==> src/rtl/bitstream_fetch_ctrl.sv <==
// Secured-bitstream load sequencer: reads start/length from the bootloader, fetches memory
// words and packs them MSB-first into AES blocks handed to the decryptor.
module bitstream_fetch_ctrl #(
    parameter int ADDR_WIDTH      = 8,
    parameter int DATA_LENGTH     = 32,
    parameter int AES_DATA_LENGTH = 128
) (
    input  logic                       clk,
    input  logic                       rst_n,
    input  logic                       start,
    input  logic                       abort,
    input  logic                       cfg_wr,
    output logic                       bl_rw,
    input  logic [ADDR_WIDTH-1:0]      bl_addr,
    input  logic [DATA_LENGTH-1:0]     bl_blocks,
    output logic                       mem_rd_en,
    output logic [ADDR_WIDTH-1:0]      mem_addr,
    input  logic [DATA_LENGTH-1:0]     mem_rdata,
    output logic [AES_DATA_LENGTH-1:0] aes_data,
    output logic                       aes_valid,
    input  logic                       aes_ready,
    output logic                       busy,
    output logic                       done,
    output logic                       err_len
);
    localparam int WPB    = AES_DATA_LENGTH / DATA_LENGTH;
    localparam int CW     = $clog2(WPB + 1);
    localparam int STAGES = 1;

    typedef enum logic [2:0] {IDLE, BL_RD, BL_WAIT, LATCH, FETCH, PUSH, DONE} state_t;

    state_t                                  state;
    logic [ADDR_WIDTH-1:0]                   addr_cnt;
    logic [DATA_LENGTH-1:0]                  blk_rem;
    logic [CW-1:0]                           cnt;
    logic [STAGES:0]                         vld_pipe;
    logic [CW:0]                             cnt_nx;
    logic                                    rd_more;
    logic [AES_DATA_LENGTH+DATA_LENGTH-1:0]  shift_cat;

    // vld_pipe[0] is the read strobe itself, vld_pipe[1] marks the cycle its data returns
    assign mem_rd_en = vld_pipe[0];
    assign mem_addr  = addr_cnt;
    assign bl_rw     = rst_n && (state == IDLE) && cfg_wr && !start;
    assign cnt_nx    = {1'b0, cnt} + 1'b1;
    assign rd_more   = cnt_nx < (CW+1)'(WPB);
    assign shift_cat = {aes_data, mem_rdata};

    always_ff @(posedge clk or negedge rst_n) begin
        if (!rst_n) begin
            state     <= IDLE;
            addr_cnt  <= '0;
            blk_rem   <= '0;
            cnt       <= '0;
            vld_pipe  <= '0;
            aes_data  <= '0;
            aes_valid <= 1'b0;
            busy      <= 1'b0;
            done      <= 1'b0;
            err_len   <= 1'b0;
        end else begin
            done    <= 1'b0;
            err_len <= 1'b0;
            vld_pipe[STAGES:1] <= vld_pipe[STAGES-1:0];
            if (vld_pipe[0]) addr_cnt <= addr_cnt + 1'b1;
            if (vld_pipe[STAGES] && !abort) aes_data <= shift_cat[AES_DATA_LENGTH-1:0];
            if (abort) begin
                state     <= IDLE;
                vld_pipe  <= '0;
                aes_valid <= 1'b0;
                busy      <= 1'b0;
            end else begin
                case (state)
                    IDLE: if (start) begin
                        state <= BL_RD;
                        busy  <= 1'b1;
                    end
                    BL_RD:   state <= BL_WAIT;
                    BL_WAIT: state <= LATCH;
                    LATCH: begin
                        addr_cnt <= bl_addr;
                        blk_rem  <= bl_blocks;
                        if (bl_blocks == '0) begin
                            state   <= DONE;
                            done    <= 1'b1;
                            err_len <= 1'b1;
                        end else begin
                            state       <= FETCH;
                            cnt         <= '0;
                            vld_pipe[0] <= 1'b1;
                        end
                    end
                    FETCH: begin
                        cnt         <= cnt + 1'b1;
                        vld_pipe[0] <= rd_more;
                        if (cnt == CW'(WPB)) begin
                            state     <= PUSH;
                            aes_valid <= 1'b1;
                        end
                    end
                    PUSH: if (aes_ready) begin
                        aes_valid <= 1'b0;
                        blk_rem   <= blk_rem - 1'b1;
                        if (blk_rem == DATA_LENGTH'(1)) begin
                            state <= DONE;
                            done  <= 1'b1;
                        end else begin
                            state       <= FETCH;
                            cnt         <= '0;
                            vld_pipe[0] <= 1'b1;
                        end
                    end
                    DONE: begin
                        state <= IDLE;
                        busy  <= 1'b0;
                    end
                    default: state <= IDLE;
                endcase
            end
        end
    end
endmodule

==> config.mk <==
export PLATFORM = sky130hd
export DESIGN_NAME = bitstream_fetch_ctrl
export DESIGN_NICKNAME = d
export VERILOG_FILES = /design/src/rtl/bitstream_fetch_ctrl.sv
export SDC_FILE = /design/constraint.sdc
export NUM_CORES = 1
export LEC_CHECK = 0
export BUFFER_PORTS_ARGS = -buffer_cell sky130_fd_sc_hd__buf_2
export CORE_MARGIN = 10
export CORE_UTILIZATION = 40
export DETAILED_ROUTE_END_ITERATION = 12
export HOLD_SLACK_MARGIN = 0.1
export SYNTH_ARGS = -nofsm -noshare
export SYNTH_HDL_FRONTEND = slang
export SYNTH_SLANG_ARGS = --single-unit
==> constraint.sdc <==
create_clock -name clk -period 3.9 [get_ports clk]
set_clock_uncertainty 0.1 [all_clocks]
set_input_delay 0.39 -clock clk [delete_from_list [all_inputs] [get_ports clk]]
set_output_delay 0.39 -clock clk [all_outputs]
set_load 0.01 [all_outputs]
## Word level (Yosys, flattened, before mapping)

Index checks and enable logic that the tools add are counted.

| cells by class | value |
|---|---|
| $add $sub $neg | 4 |
| magnitude comparators | 1 |
| equal/unequal tests | 16 |
| multiplexer cells | 36 |
| bitwise operators | 1 |
| reductions and logical operators | 19 |

Operators by type and width:

| cell | count |
|---|---|
| one-hot mux 32 bit (2 select lines) | 1 |
| equality test 32 x 1 -> 1 bit (second input constant) | 1 |
| logical NOT 32 bit | 1 |
| 2-to-1 mux 32 bit | 1 |
| subtractor 32 x 1 -> 32 bit (second input constant) | 1 |
| 2-to-1 mux 8 bit | 3 |
| 2-to-1 mux 3 bit | 7 |
| one-hot mux 3 bit (6 select lines) | 1 |
| 2-to-1 mux 1 bit | 16 |
| != test 3 bit (second input constant) | 5 |
| equality test 3 bit (second input constant) | 4 |
| one-hot mux 3 bit (3 select lines) | 1 |
| AND reduction 3 bit | 3 |
| nonzero test 3 bit | 3 |
| adder 8 x 1 -> 8 bit (second input constant) | 1 |
| equality test 3 x 2 -> 1 bit (second input constant) | 2 |
| != test 2 bit (second input constant) | 3 |
| one-hot mux 1 bit (2 select lines) | 3 |
| AND reduction 5 bit | 1 |
| adder 3 x 1 -> 4 bit (second input constant) | 1 |
| logical AND 1 bit | 4 |
| less-than comparator 4 x 3 -> 1 bit (second input constant) | 1 |
| 2-to-1 mux 2 bit | 2 |
| AND reduction 4 bit | 1 |
| other kinds (9) | 10 |

| storage, ports and cells | value |
|---|---|
| register bits after elaboration | 180 |
| output and inout port bits | 142 |
| word-level logic and storage cells | 88 |

## Longest topological paths before layout

Gate-level depths: netlist of run 1.

| depth | value |
|---|---|
| depth after elaboration | 5 |
| gate-level depth with buffers | 8 |
| gate-level depth less buffers | 8 |

## Worst setup path after synthesis of run 1

No wires, ideal clock.

| timing path | value |
|---|---|
| path type | register to register |
| start point | register blk_rem[11] |
| end point | register blk_rem[31] |
| library setup time | 0.099 ns |
| data arrival time | 2.359 ns |
| data required time | 3.701 ns |
| setup slack | 1.341 ns |
| stages on the path, launching flop included | 7 |
| period minus slack after synthesis | 2.559 ns |
| cell sequence | dfrtp_1 -> or4_4 -> nor4b_4 -> nand3_2 -> or4_4 -> o41a_1 -> a311oi_1 |

| between the ends | value |
|---|---|
| cells in the longest elaborated chain, start to end | 3 |

Ends and longest elaborated chain:

| item | line | RTL |
|---|---|---|
| from (decl) | 34 | `logic [DATA_LENGTH-1:0] blk_rem;` |
| from (signal assigned) | 82 | `blk_rem <= bl_blocks;` |
| from (signal assigned) | 103 | `blk_rem <= blk_rem - 1'b1;` |
| subtractor 32 x 1 -> 32 bit | 103 |  |
| 2-to-1 mux 32 bit | 101 | `PUSH: if (aes_ready) begin` |
| one-hot mux 32 bit (2 select lines) | 73 | `case (state)` |

No other way between the ends. The select of a mux whose other input is x is not followed.
A chain may end at the register's enable or synchronous reset.

## Worst setup path after layout of run 1

Ends and elaborated chain as after synthesis.

==> reports/results.ini, run 1 <==
[status]
status = completed

[sta]
slew-limit-headroom_pct = 46.4
finalHoldViolCount = 0
max_freq_ghz = 0.363
min_period_over_period_pct = 70.6
finalSetupTns_ns = 0
setup_viol = 0
rsz0062_at_grt = no
slew_violations = 0
min_period_ns = 2.75
tightest_slew_ns = 0.796

[power_and_ir_drop]
switching_share_pct = 33.9
powerDensity_nw_per_um2 = 569
seqPwrFrac_pct = 47.1
p_int_mw = 3.88
p_comb_share_pct = 24.1
p_switching_mw = 1.99
p_leak_nw = 5.13
vdd_ir_drop_max_v = 0.000321
pwr-share-clk_pct = 28.9
total_power_mw = 5.86

[synth]
synth.net_count = 745
netlist_area_um2 = 7910
postSynthCellCount = 662
yosys.cell_types.count = 53
ys_async_sr_fraction_pct = 100
yosysWarnings = 0
synth-main-ff-cell = dfrtp_1
ys_seq_elements = 180
synth_enable_flop_cells = 0
ys_seq_area_share_pct = 57.0
syn_area_per_cell_um2 = 11.9

[route]
routed_wl_um = 21200
route.detailed.drc = 0
dr.pass1.iters = 4
avgViaCountPerCell = 5.10
ant_nets = 0
wl_per_cell_um = 17.8
drt_iter0_markers = 328
num_vias = 6073

[run]
max-cap-violations = 0

[cts]
post-cts-setup-buffer-count = 0
htreeDepth = 4
cts-root-buf = clkbuf_16
cts_tree = yes
cts_sinks = 180
cts_buffer_depth = 2
path_clk_slew_ns = 0.07
insertion_delay_ns = 0.43
numCtsBuffers = 17
hold_buffers = 41
cts_resized = 0

[final_layout]
final_cell_mix = buf_2 (218), dfrtp_1 (180), mux2_2 (128), nand2_1 (45), nor2_1 (42)
diodes = 0
final.fill_count = 1715
area.growth.synth_to_final_pct = 30.2
final_net_count = 996
drive_above_1_share_pct = 43.4
final_common_cell = buf_2

[critical_path]
worstPathMaxFanout = 6
worstSetupStartpointType = register
arrival_ns = 2.98
path_class = reg2reg
worstPathRequired_ns = 4.13
r2r-start = blk_rem[11]$_DFFE_PN0P_
reg2regPathDepth = 6
cp-end-kind = register
reg2reg_to = blk_rem[31]$_DFFE_PN0P_
rrSetupSlack_ns = 1.15

[grt]
antenna_found_initial = 0
grt_pass1_wl_um = 34000
grt-ovfl-total = 0
grt_max_degree = 115
grt_pass1_vias = 5986
grt_usage_pct = 16.2

[floorplan]
initial_core_util_pct = 40.6
dieArea_um2 = 25800
io_pins = 220
die_w_um = 161
core_area_um2 = 19500
die_h_um = 161
rows = 51

[place]
place_congestion = 0.829
dp_hpwl_um = 15300
portBuffers = 219

[hold_path]
min_path_cells = 3
min-delay-start = bl_blocks[0]
min_to = blk_rem[0]$_DFFE_PN0P_
hold_path_class = in2reg

[metrics by stage]
stage                     worst slack, ns  util, %  cell area (um2)  hold slack [ns]  cells
after CTS                            1.15     52.9            10300            0.113   1191
after global routing                 1.04     52.9            10300            0.134   1191
after floorplan                      1.34        -             7910         -0.00559    662
after detailed placement             1.18     47.8             9300            0.215   1118
after global placement               1.24     47.8             9300            0.216   1118
final                                1.15     52.9            10300            0.138   1191
[cell type report]
cell class                      instances  area [um2]  share of cell area, %
Sequential cell                       180        4500                   43.7
Multi-Input combinational cell        439        3240                   31.5
Timing Repair Buffer                  270        1610                   15.7
Clock buffer                           18         429                   4.17
Tap cell                              265         332                   3.22
Clock inverter                         14         156                   1.52
Inverter                                5        18.8                  0.182
[power by group through the flow]
stage / Clock, mW / Combinational (mW) / Sequential (mW)
6_report: 1.69 / 1.41 / 2.76
5_1_grt: 1.82 / 1.56 / 2.84
4_1_cts: 1.74 / 1.44 / 2.75
3_5_place_dp: 0 / 1.40 / 2.79
3_3_place_gp: 0 / 1.39 / 2.77
2_1_floorplan: 0 / 0.722 / 2.82
[kinds of logic (layout without fill, tap and decap cells)]
family	Yosys count	count (layout)	share of synthesized area, %
AO/OA/AOI/OAI	121	121	9.49
AND/OR/NAND/NOR	176	176	11.3
flip-flops	180	180	57.0
adder cells (fa/ha/maj)	5	5	0.791
buffers and inverters	43	307	2.17
multiplexers	129	129	18.4
XOR/XNOR	8	8	0.886
[flip-flops by register name (all words and copies together) (netlist names)]
register and flops:
aes_data 128, blk_rem 32, mem_addr 8, cnt 3, state 3, vld_pipe 2, aes_valid 1, busy 1
done 1, err_len 1
[cells in the mapped netlist, drive strengths merged, types with 5 or more instances]
cell type / n / area [um2]
a21oi: 36 / 180
a31oi: 7 / 43.8
clkbuf: 34 / 128
dfrtp: 180 / 4500
ha: 5 / 62.6
inv: 5 / 18.8
mux2: 128 / 1440
nand2: 45 / 169
nand2b: 6 / 37.5
nand3: 9 / 50.1
nor2: 42 / 158
nor2b: 5 / 31.3
nor3: 21 / 105
nor4: 18 / 113
o21ai: 36 / 180
o22a: 9 / 78.8
o22ai: 6 / 37.5
or2: 5 / 31.3
or3: 7 / 43.8
or4: 6 / 53.8
[worst max-delay path: stages, from the launching register on]
cell	delay, ns
dfrtp_1	0.42
or4_4	0.56
nor4b_4	0.43
nand3_2	0.13
or4_4	0.46
o41a_1	0.32
a311oi_1	0.24
[per-layer routing]
metal / part of all wire, % / GRT usage, % / vias to the layer above
met5: 0 / 0 / -
met4: 1.1 / 4.55 / 0
met3: 6.7 / 4.42 / 17
met2: 46 / 24.9 / 194
met1: 47 / 21.9 / 2936
li1: - / - / 2926
[worst max path at each step]
stage / slack (ns) / from / cells after the start / to
after floorplan: 1.34 / blk_rem[11]$_DFFE_PN0P_ / 6 / blk_rem[31]$_DFFE_PN0P_
after global placement: 1.24 / blk_rem[11]$_DFFE_PN0P_ / 6 / blk_rem[31]$_DFFE_PN0P_
after detailed placement: 1.18 / blk_rem[11]$_DFFE_PN0P_ / 6 / blk_rem[31]$_DFFE_PN0P_
after CTS: 1.15 / blk_rem[11]$_DFFE_PN0P_ / 6 / blk_rem[31]$_DFFE_PN0P_
after global routing: 1.04 / blk_rem[11]$_DFFE_PN0P_ / 6 / blk_rem[31]$_DFFE_PN0P_
final: 1.15 / blk_rem[11]$_DFFE_PN0P_ / 6 / blk_rem[31]$_DFFE_PN0P_
Power figures use the tool's default switching activity.
==> run 2: changes to the inputs <==
--- a/config.mk
+++ b/config.mk
@@ -10,6 +10,7 @@
 export CORE_UTILIZATION = 40
 export DETAILED_ROUTE_END_ITERATION = 12
 export HOLD_SLACK_MARGIN = 0.1
+export PLACE_DENSITY = 0.66
 export SYNTH_ARGS = -nofsm -noshare
 export SYNTH_HDL_FRONTEND = slang
 export SYNTH_SLANG_ARGS = --single-unit
==> constraint.sdc (replaced) <==
create_clock -name clk -period 2.4 [get_ports clk]
set_clock_uncertainty 0.1 [all_clocks]
set_input_delay 0.24 -clock clk [delete_from_list [all_inputs] [get_ports clk]]
set_output_delay 0.24 -clock clk [all_outputs]
set_load 0.01 [all_outputs]
==> run 2 against run 1 <==
Against the previous run: the flow now finishes with violations (negative setup slack); power increased by 70%; clock-buffer cell count unchanged; setup slack worse by 1.2 ns; via count is 6.7% higher.
==> reports/results.ini, run 2 (synthesized netlist as in run 1, its figures left out) <==
[status]
status = complete, but fails checks  ; was completed
failed_checks = negative setup slack

[cts]
numCtsBuffers = 17  ; unchanged
htreeDepth = 4  ; unchanged
cts-root-buf = clkbuf_16  ; unchanged
cts_tree = yes  ; unchanged
cts_sinks = 180  ; unchanged
path_clk_slew_ns = 0.07  ; about the same
insertion_delay_ns = 0.42  ; was 0.43 ns
cts_buffer_depth = 2  ; unchanged

[final_layout]
largest_reg_flops = 128  ; unchanged
final_net_count = 1071  ; was 996
area.growth.synth_to_final_pct = 40.1  ; was 30.2%
final_cell_mix = buf_2 (218), dfrtp_1 (180), mux2_2 (128), dlygate4sd3_1 (69), buf_4 (51)  ; was buf_2 (218), dfrtp_1 (180), mux2_2 (128), nand2_1 (45), nor2_1 (42)
final.fill_count = 1607  ; was 1715
diodes = 0  ; unchanged
drive_above_1_share_pct = 46.9  ; was 43.4%
final_common_cell = buf_2  ; unchanged
top_register = aes_data  ; unchanged
fin_cells = 1266  ; was 1191

[sta]
min_period_over_period_pct = 104  ; was 70.6%
tightest_slew_ns = 0.584  ; was 0.796 ns
layout_setup_ws_ns = -0.0855  ; was 1.15 ns
slew-limit-headroom_pct = 61.0  ; was 46.4%
slew_violations = 0  ; unchanged
min_period_ns = 2.49  ; was 2.75 ns
max_freq_ghz = 0.402  ; was 0.363 GHz
finalHoldViolCount = 0  ; unchanged
rsz0062_at_grt = yes  ; was no
setup_viol = 2  ; was 0

[grt]
grt-ovfl-total = 0  ; unchanged
antenna_found_initial = 0  ; unchanged
grt_usage_pct = 16.7  ; was 16.2%
grt_max_degree = 95  ; was 115
grt_pass1_wl_um = 35600  ; was 34000 um
grt_pass1_vias = 6610  ; was 5986

[power_and_ir_drop]
vdd_ir_drop_max_v = 0.000471  ; was 0.000321 V
powerDensity_nw_per_um2 = 898  ; was 569 nW/um2
p_leak_nw = 5.51  ; was 5.13 nW
total_power_mw = 9.95  ; was 5.86 mW

[hold_path]
min_to = blk_rem[16]$_DFFE_PN0P_  ; was blk_rem[0]$_DFFE_PN0P_
min-delay-start = bl_blocks[16]  ; was bl_blocks[0]
hold_path_class = in2reg  ; unchanged
min_path_cells = 3  ; unchanged

[route]
routed_wl_um = 21900  ; was 21200 um
ant_nets = 0  ; unchanged
route.detailed.drc = 0  ; unchanged
avgViaCountPerCell = 5.12  ; was 5.10
num_vias = 6479  ; was 6073
drt_iter0_markers = 342  ; was 328
dr.pass1.iters = 4  ; unchanged
wl_per_cell_um = 17.3  ; was 17.8 um

[place]
dp.cells = 1161  ; was 1118
dp_hpwl_um = 15800  ; was 15300 um
portBuffers = 219  ; unchanged
place_congestion = 0.833  ; was 0.829

[critical_path]
rrSetupSlack_ns = -0.09  ; was 1.15 ns
cp-end-kind = register  ; unchanged
path_class = reg2reg  ; unchanged
reg2reg_to = blk_rem[31]$_DFFE_PN0P_  ; unchanged
worstPathMaxFanout = 2  ; was 6
worstPathRequired_ns = 2.63  ; was 4.13 ns
arrival_ns = 2.71  ; was 2.98 ns
worstSetupStartpointType = register  ; unchanged
critPathLaunch = blk_rem[9]$_DFFE_PN0P_  ; was blk_rem[11]$_DFFE_PN0P_
cp_slowest_cell = or4_4  ; unchanged
crit_top_cell = or4_4  ; unchanged
worstPathCellList = or4_4, nor4b_4, nand3_2, or4_4, o41a_1, a311oi_1  ; unchanged
r2r-start = blk_rem[9]$_DFFE_PN0P_  ; was blk_rem[11]$_DFFE_PN0P_
max_stage_delay_ns = 0.56  ; about the same
reg2regPathDepth = 6  ; unchanged

[floorplan]
die_h_um = 161  ; unchanged
dieArea_um2 = 25800  ; unchanged
io_pins = 220  ; unchanged
die_w_um = 161  ; unchanged
core_area_um2 = 19500  ; unchanged
rows = 51  ; unchanged
initial_core_util_pct = 40.6  ; unchanged

[run]
max-cap-violations = 0  ; unchanged

## run 2: cell types whose count changed in the layout (fill, tap and decap cells not counted), moves of 3 or more
| cell | delta |
|---|---|
| nor4_1 | -4 |
| buf_4 | +43 |
| dlygate4sd3_1 | +28 |
| nor3_2 | +3 |
| nor3_1 | -3 |
| buf_12 | +4 |
| nor4_2 | +4 |
## run 2: power by group
group	switching [mW]	internal, mW	total, mW
clock network	1.32	1.40	2.72
logic	1.38	1.43	2.81
registers	0.634	3.78	4.41
total	3.34	6.61	9.95
## run 2: area by class of cell
cell class / count / area, um2 / area share, %
flip-flops and latches: 180 / 4500 / 40.7
multi-input cells: 439 / 3340 / 30.1
repair buffers: 345 / 2300 / 20.7
clock buffers: 18 / 429 / 3.87
well taps: 265 / 332 / 2.99
clock inverters: 14 / 158 / 1.42
inverters: 5 / 18.8 / 0.169
## run 2: worst max-delay path, delay by kind of cell, from the launching register on
kind / cells / cell delay, ns
AO/OA/AOI/OAI: 2 / 0.52
flip-flops: 1 / 0.38
AND/OR/NAND/NOR: 4 / 1.38
## run 2: layer usage
| metal | wire, um | GRT usage (%) | share of wire (%) |
|---|---|---|---|
| met2 | 10200 | 26.2 | 46 |
| met4 | 281 | 4.17 | 1.3 |
| met3 | 1620 | 5.32 | 7.4 |
| met5 | 0 | 0 | 0 |
| met1 | 9840 | 21.8 | 45 |
## run 2: worst max path at each step
stage / endpoint / cells after the start / slack, ns
after floorplan: blk_rem[31]$_DFFE_PN0P_ / 6 / -0.12
after global placement: blk_rem[31]$_DFFE_PN0P_ / 6 / -0.11
after detailed placement: blk_rem[31]$_DFFE_PN0P_ / 6 / -0.14
after CTS: blk_rem[31]$_DFFE_PN0P_ / 6 / -0.13
after global routing: blk_rem[31]$_DFFE_PN0P_ / 6 / -0.14
final: blk_rem[31]$_DFFE_PN0P_ / 6 / -0.09
## run 2: through the flow
| step | setup WS, ns | setup TNS, ns | utilization [%] | hold slack [ns] | area (um2) |
|---|---|---|---|---|---|
| after global routing | -0.142 | -0.252 | 56.9 | 0.112 | 11100 |
| final | -0.0855 | -0.112 | 56.9 | 0.113 | 11100 |
| after CTS | -0.130 | -0.187 | 56.5 | 0.101 | 11000 |
| after floorplan | -0.116 | -0.116 | - | -0.156 | 7910 |
| after global placement | -0.106 | -0.218 | 49.7 | 0.259 | 9670 |
| after detailed placement | -0.140 | -0.303 | 49.7 | 0.262 | 9670 |
## run 2: timing repair
item | CTS | global route
endpoints found under the hold margin | 245 | 0
buffers inserted | 2 | 2
hold buffers | 69 | 0
pin swaps | 5 | 4
gates resized for setup | 6 | 15
endpoints found under the setup margin | 6 | 14
